[src/rtl/row_scan_decoder_pkg.sv]
// Shared types and helpers for the row-scan decoder.
//   decoder_mode_t : direct decode vs. automatic row scan
//   onehot()       : index -> one-hot vector (MAX_W wide, callers truncate)
//   cnt_width()    : dwell counter width, never below 1 bit
package decoder_pkg;

  typedef enum logic {
    MODE_DIRECT = 1'b0,
    MODE_SCAN   = 1'b1
  } decoder_mode_t;

  localparam int unsigned MAX_N = 8;
  localparam int unsigned MAX_W = 256;

  // One-hot of idx, full MAX_W width.
  function automatic logic [MAX_W-1:0] onehot(input logic [MAX_N-1:0] idx);
    return MAX_W'(1) << idx;
  endfunction

  // Width of a counter that must reach dwell-1.
  function automatic int unsigned cnt_width(input int unsigned dwell);
    return (dwell > 1) ? int'($clog2(dwell)) : 1;
  endfunction

endpackage

[src/rtl/row_scan_decoder_if.sv]
// Control/status bundle between a row-select controller and the decoder.
//   master : drives ena, mode, sync, in; observes out, row, frame_done
//   slave  : the decoder side
interface row_scan_decoder_if #(
  parameter int unsigned N = 3
) ();

  logic                      ena;
  decoder_pkg::decoder_mode_t mode;
  logic                      sync;
  logic [N-1:0]              in;
  logic [(2**N)-1:0]         out;
  logic [N-1:0]              row;
  logic                      frame_done;

  modport master (
    output ena, mode, sync, in,
    input  out, row, frame_done
  );

  modport slave (
    input  ena, mode, sync, in,
    output out, row, frame_done
  );

endinterface

[src/rtl/row_scan_decoder_dec.sv]
// Combinational N-to-2^N one-hot decoder with enable.
//   ena_i : 0 forces an all-zero output
//   in_i  : select index
//   out_o : one-hot of in_i, or zero
module decoder_n_to_2n
  import decoder_pkg::*;
#(
  parameter int unsigned N = 3
) (
  input  logic              ena_i,
  input  logic [N-1:0]      in_i,
  output logic [(2**N)-1:0] out_o
);

  localparam int unsigned W = 2**N;

  always_comb begin
    out_o = '0;
    if (ena_i) begin
      out_o = W'(onehot(MAX_N'(in_i)));
    end
  end

endmodule

[src/rtl/row_scan_decoder.sv]
// Registered one-hot row select for the LED matrix, with direct and
// auto-scan modes.
//   clk, rst       : clock, synchronous active-high reset
//   bus.ena        : 0 blanks out and freezes row/dwell
//   bus.mode       : MODE_DIRECT registers decode of bus.in; MODE_SCAN walks rows
//   bus.sync       : restart scan at row 0 with a fresh dwell
//   bus.out        : registered one-hot row select
//   bus.row        : registered row index
//   bus.frame_done : one-cycle pulse when the scan wraps to row 0
module row_scan_decoder
  import decoder_pkg::*;
#(
  parameter int unsigned N     = 3,
  parameter int unsigned DWELL = 4
) (
  input  logic                 clk,
  input  logic                 rst,
  row_scan_decoder_if.slave    bus
);

  localparam int unsigned W  = 2**N;
  localparam int unsigned CW = cnt_width(DWELL);
  localparam logic [CW-1:0] DWELL_LAST = CW'(DWELL - 1);

  logic [N-1:0]  row_q, row_d;
  logic [CW-1:0] dwell_q, dwell_d;
  logic [W-1:0]  out_q, out_d;
  logic          fd_q, fd_d;
  logic          dec_en_c;

  // Next row/dwell; priority sync > disable > mode behaviour.
  always_comb begin
    row_d    = row_q;
    dwell_d  = dwell_q;
    fd_d     = 1'b0;
    dec_en_c = 1'b0;
    if (bus.sync) begin
      row_d    = '0;
      dwell_d  = '0;
      dec_en_c = bus.ena;
    end else if (bus.ena) begin
      dec_en_c = 1'b1;
      if (bus.mode == MODE_DIRECT) begin
        row_d   = bus.in;
        dwell_d = '0;
      end else if (dwell_q < DWELL_LAST) begin
        dwell_d = dwell_q + CW'(1);
      end else begin
        // Row index wraps naturally at 2^N.
        dwell_d = '0;
        row_d   = row_q + N'(1);
        fd_d    = (row_q == '1);
      end
    end
  end

  // Decode the next row so out lines up with row in the same cycle.
  decoder_n_to_2n #(.N(N)) u_dec (
    .ena_i (dec_en_c),
    .in_i  (row_d),
    .out_o (out_d)
  );

  // State and output registers.
  always_ff @(posedge clk) begin
    if (rst) begin
      row_q   <= '0;
      dwell_q <= '0;
      out_q   <= '0;
      fd_q    <= 1'b0;
    end else begin
      row_q   <= row_d;
      dwell_q <= dwell_d;
      out_q   <= out_d;
      fd_q    <= fd_d;
    end
  end

  assign bus.out        = out_q;
  assign bus.row        = row_q;
  assign bus.frame_done = fd_q;

`ifdef SIMULATION
  always_ff @(posedge clk) begin
    assert (N >= 1 && N <= MAX_N) else $error("row_scan_decoder: N out of range");
    assert (DWELL >= 1) else $error("row_scan_decoder: DWELL must be >= 1");
  end
`endif

endmodule

[src/flat_wrapper.sv]
// flat-port wrapper written by rule: the top's interface ports become plain ports
module row_scan_decoder_flat import decoder_pkg::*;
#(
  parameter int unsigned N     = 3,
  parameter int unsigned DWELL = 4
)
  (clk, rst, bus_ena, bus_mode, bus_sync, bus_in, bus_out, bus_row, bus_frame_done);
  row_scan_decoder_if #(.N(N)) bus_i ();
  input  logic clk;
  input  logic rst;
  input wire logic [$bits(bus_i.ena)-1:0] bus_ena;
  input wire logic [$bits(bus_i.mode)-1:0] bus_mode;
  input wire logic [$bits(bus_i.sync)-1:0] bus_sync;
  input wire logic [$bits(bus_i.in)-1:0] bus_in;
  output wire logic [$bits(bus_i.out)-1:0] bus_out;
  output wire logic [$bits(bus_i.row)-1:0] bus_row;
  output wire logic [$bits(bus_i.frame_done)-1:0] bus_frame_done;
  assign bus_i.ena = bus_ena;
  assign bus_i.mode = bus_mode;
  assign bus_i.sync = bus_sync;
  assign bus_i.in = bus_in;
  assign bus_out = bus_i.out;
  assign bus_row = bus_i.row;
  assign bus_frame_done = bus_i.frame_done;
  row_scan_decoder #(.N(N), .DWELL(DWELL)) u_core (.clk(clk), .rst(rst), .bus(bus_i));
endmodule
[config.mk]
export PLATFORM = sky130hd
export DESIGN_NAME = row_scan_decoder_flat
export DESIGN_NICKNAME = d
export VERILOG_FILES = /design/src/rtl/row_scan_decoder_pkg.sv /design/src/rtl/row_scan_decoder_if.sv /design/src/rtl/row_scan_decoder_dec.sv /design/src/rtl/row_scan_decoder.sv /design/src/flat_wrapper.sv
export SDC_FILE = /design/constraint.sdc
export NUM_CORES = 1
export LEC_CHECK = 0
export CORE_MARGIN = 4
export CORE_UTILIZATION = 45
export DETAILED_ROUTE_END_ITERATION = 10
export GPL_TIMING_DRIVEN = 0
export PLACE_DENSITY = 0.87
export SLEW_MARGIN = 0
export SYNTH_ARGS = -nofsm -noshare
export SYNTH_HDL_FRONTEND = slang
export SYNTH_SLANG_ARGS = --single-unit
[constraint.sdc]
create_clock -name clk -period 2.95 [get_ports clk]
set_input_delay 0.295 -clock clk [delete_from_list [all_inputs] [get_ports clk]]
set_output_delay 0.295 -clock clk [all_outputs]
set_load 0.005 [all_outputs]
==> results.py <==
metrics = {
    "clock_tree": {
        "htree_levels": 1,
        "post_cts_buffers": 0,
        "cts.path.max_buffers": 2,
        "clock-root-buffer": "clkbuf_4",
        "cts-buffers-inserted": 3,
        "cts_tree": "done",
        "cts.clk_slew.worst_paths_ps": 80,
        "insertion_delay_ps": 280,
        "post_cts_resized": 0,
        "ctsHoldBuffers": 0,
        "numClockSinks": 14,
    },
    "worst_setup_path": {
        "cp.arrival_ps": 2290,
        "cp.required_ps": 3170,
        "endpoint_kind": "flop",
        "criticalPathCategory": "flop to flop",
        "crit_path_max_fanout": 5,
        "crit_top_cell": "ha_1",
        "crit_path_top_delay_cell": "or4b_4",
        "worstPathBufferInverterCount": 0,
        "cp_top_family": "simple AND/OR/NAND/NOR gates",
        "crit_path_max_incr_delay_ps": 500,
        "worstSetupStartpointType": "flop",
        "worstPathCellList": "ha_1, ha_1, mux2i_1, a2111o_1, or4b_4, nor2_1",
    },
    "global_route": {
        "antenna_found_initial": 0,
        "grt_pass1_vias": 553,
        "grt-ovfl-total": 0,
        "grt_usage_pct": 15.6,
        "grt_pass1_wl_um": 2190,
        "grt_max_degree": 11,
    },
    "synth": {
        "synth_compound_area_share_pct": 10.2,
        "synth_cell_types": 21,
        "netlist_area_um2": 587,
        "synth_top_family_by_area": "simple AND/OR/NAND/NOR gates",
        "synth_xor_area_share_pct": 0,
        "ys_seq_area_share_pct": 47.8,
        "yosysWarnings": 0,
        "ys_ff_latch": 14,
        "postSynthCellCount": 61,
        "muxShareOfSynthArea_pct": 5.12,
        "synth_fa_ha_area_share_pct": 8.53,
        "syn_area_per_cell_um2": 9.62,
        "synthSimpleGateAreaFrac_pct": 25.8,
        "synth_fp_nets": 73,
    },
    "die": {
        "dieArea_um2": 1950,
        "placementRows": 12,
        "core_area_um2": 1170,
        "die_y_um": 44.1,
        "initial_core_util_pct": 50.1,
        "ios": 20,
        "dieWidth_um": 44.1,
    },
    "routing": {
        "dr.pass1.iters": 4,
        "drtIter0Drc": 10,
        "vias_per_cell": 5.42,
        "totalWireLength_um": 1310,
        "wire_per_inst_um": 13.6,
        "vias": 520,
        "drc": 0,
        "ant_nets": 0,
    },
    "timing": {
        "slew_viol_final": 0,
        "final.setup.tns_ps": 0,
        "period_needed_ps": 2080,
        "relSlewSlack_pct": 77.1,
        "rsz0062_at_grt": "no",
        "hold_viol": 0,
        "fmax_mhz": 482,
        "finalCritPeriodShare_pct": 70.3,
        "whs_ps": 419,
        "worst_pin_slew_ps": 343,
        "setup_viol": 0,
        "worst_slack_ps": 875,
        "skew_ps": 7.31,
    },
    "power": {
        "power_density_nw_per_um2": 426,
        "leakagePower_nw": 0.323,
        "vdd_drop_max_mv": 0.298,
        "p_seq_share_pct": 57.0,
        "switchingPower_mw": 0.0805,
        "power.total_mw": 0.344,
        "netSwitchingFraction_pct": 23.4,
        "intPower_mw": 0.263,
        "power_frac_comb_pct": 12.7,
        "pwr-share-clk_pct": 30.3,
    },
    "place": {
        "gp_congestion": 0.827,
        "io_buffers": 18,
        "dp_hpwl_um": 1030,
        "placed_area_um2": 785,
        "dpl.cell_count": 93,
        "pre_cts_ws_ps": 757,
    },
    "run_status": {
        "status": "finished clean",
    },
    "layout": {
        "layout-drive-gt1-share_pct": 6.10,
        "mostFrequentLayoutCells": "18 x clkdlybuf4s50_1, 14 x dfxtp_1, 10 x nor2_1",
        "nets": 96,
        "diodes": 0,
        "final_cell_area_um2": 807,
        "syn_to_final_growth_pct": 37.5,
        "fin_util_pct": 68.9,
        "fin_cells": 96,
        "final_common_cell": "clkdlybuf4s50_1",
    },
    "hold_path": {
        "min_path_type": "primary input to flop",
    },
    "job": {
        "drv_cap": 0,
    },
}
-- cells by family (layout without fill, tap and decap cells) --
group,Yosys count,in the layout
AND/OR/NAND/NOR,28,28
flip-flops,14,14
AO/OA/AOI/OAI,9,9
adder cells (fa/ha/maj),4,4
multiplexers,3,3
buffers and inverters,3,24
-- final cells by class --
| class | instances | area [µm²] |
|---|---|---|
| repair buffers | 18 | 180 |
| inverters | 1 | 3.75 |
| multi-input cells | 44 | 292 |
| clock buffers | 3 | 22.5 |
| plain buffers | 2 | 11.3 |
| flip-flops and latches | 14 | 280 |
| well taps | 14 | 17.5 |
| fillers | 102 | 364 |
-- power by group through the flow --
stage | logic [mW] | registers [mW] | clock network (mW)
final | 0.0437 | 0.196 | 0.104
after global routing | 0.0486 | 0.196 | 0.114
after CTS | 0.0439 | 0.196 | 0.107
after detailed placement | 0.0436 | 0.200 | 0
after global placement | 0.0423 | 0.200 | 0
after floorplan | 0.0209 | 0.200 | 0
-- layer usage --
layer / global-route usage (%) / vias to the layer above / wire length [µm]
met2: 25.9 / 13 / 675
met4: 10.8 / 0 / 29
met1: 16.0 / 246 / 526
met3: 6.10 / 5 / 73
li1: - / 256 / -
met5: 0 / - / 0
-- state kept, by name (all words and copies together) (netlist names) --
| signal | cells |
|---|---|
| u_core.bus.frame_done | 1 |
| u_core.bus.out | 8 |
| u_core.bus.row | 3 |
| u_core.dwell_q | 2 |
-- final timing paths --
path                                        from                             end  slack (ps)  depth (start not counted)
setup reg to reg    u_core.bus.row[0]$_SDFF_PP0_    u_core.bus.out[7]$_SDFF_PP0_         870                          6
setup / recovery    u_core.bus.row[0]$_SDFF_PP0_    u_core.bus.out[7]$_SDFF_PP0_         870                          6
hold reg to reg   u_core.dwell_q[0]$_SDFFE_PP0P_  u_core.dwell_q[0]$_SDFFE_PP0P_         600                          2
hold / removal                          bus_sync  u_core.dwell_q[0]$_SDFFE_PP0P_         420                          2
-- synthesized netlist by cell type (all sizes together) --
library cell / count / area, µm²
dfxtp: 14 / 280
nor2: 10 / 37.5
a21oi: 5 / 25.0
nor3: 5 / 25.0
ha: 4 / 50.1
mux2i: 3 / 30.0
nand3: 3 / 15.0
a2111o: 2 / 22.5
buf: 2 / 11.3
nand3b: 2 / 15.0
nor3b: 2 / 15.0
a21o: 1 / 7.51
and2: 1 / 6.26
and2b: 1 / 7.51
inv: 1 / 3.75
nand2: 1 / 3.75
nand2b: 1 / 6.26
nor2b: 1 / 6.26
o21ai: 1 / 5.00
or4b: 1 / 13.8
Power figures use the tool's default switching activity.
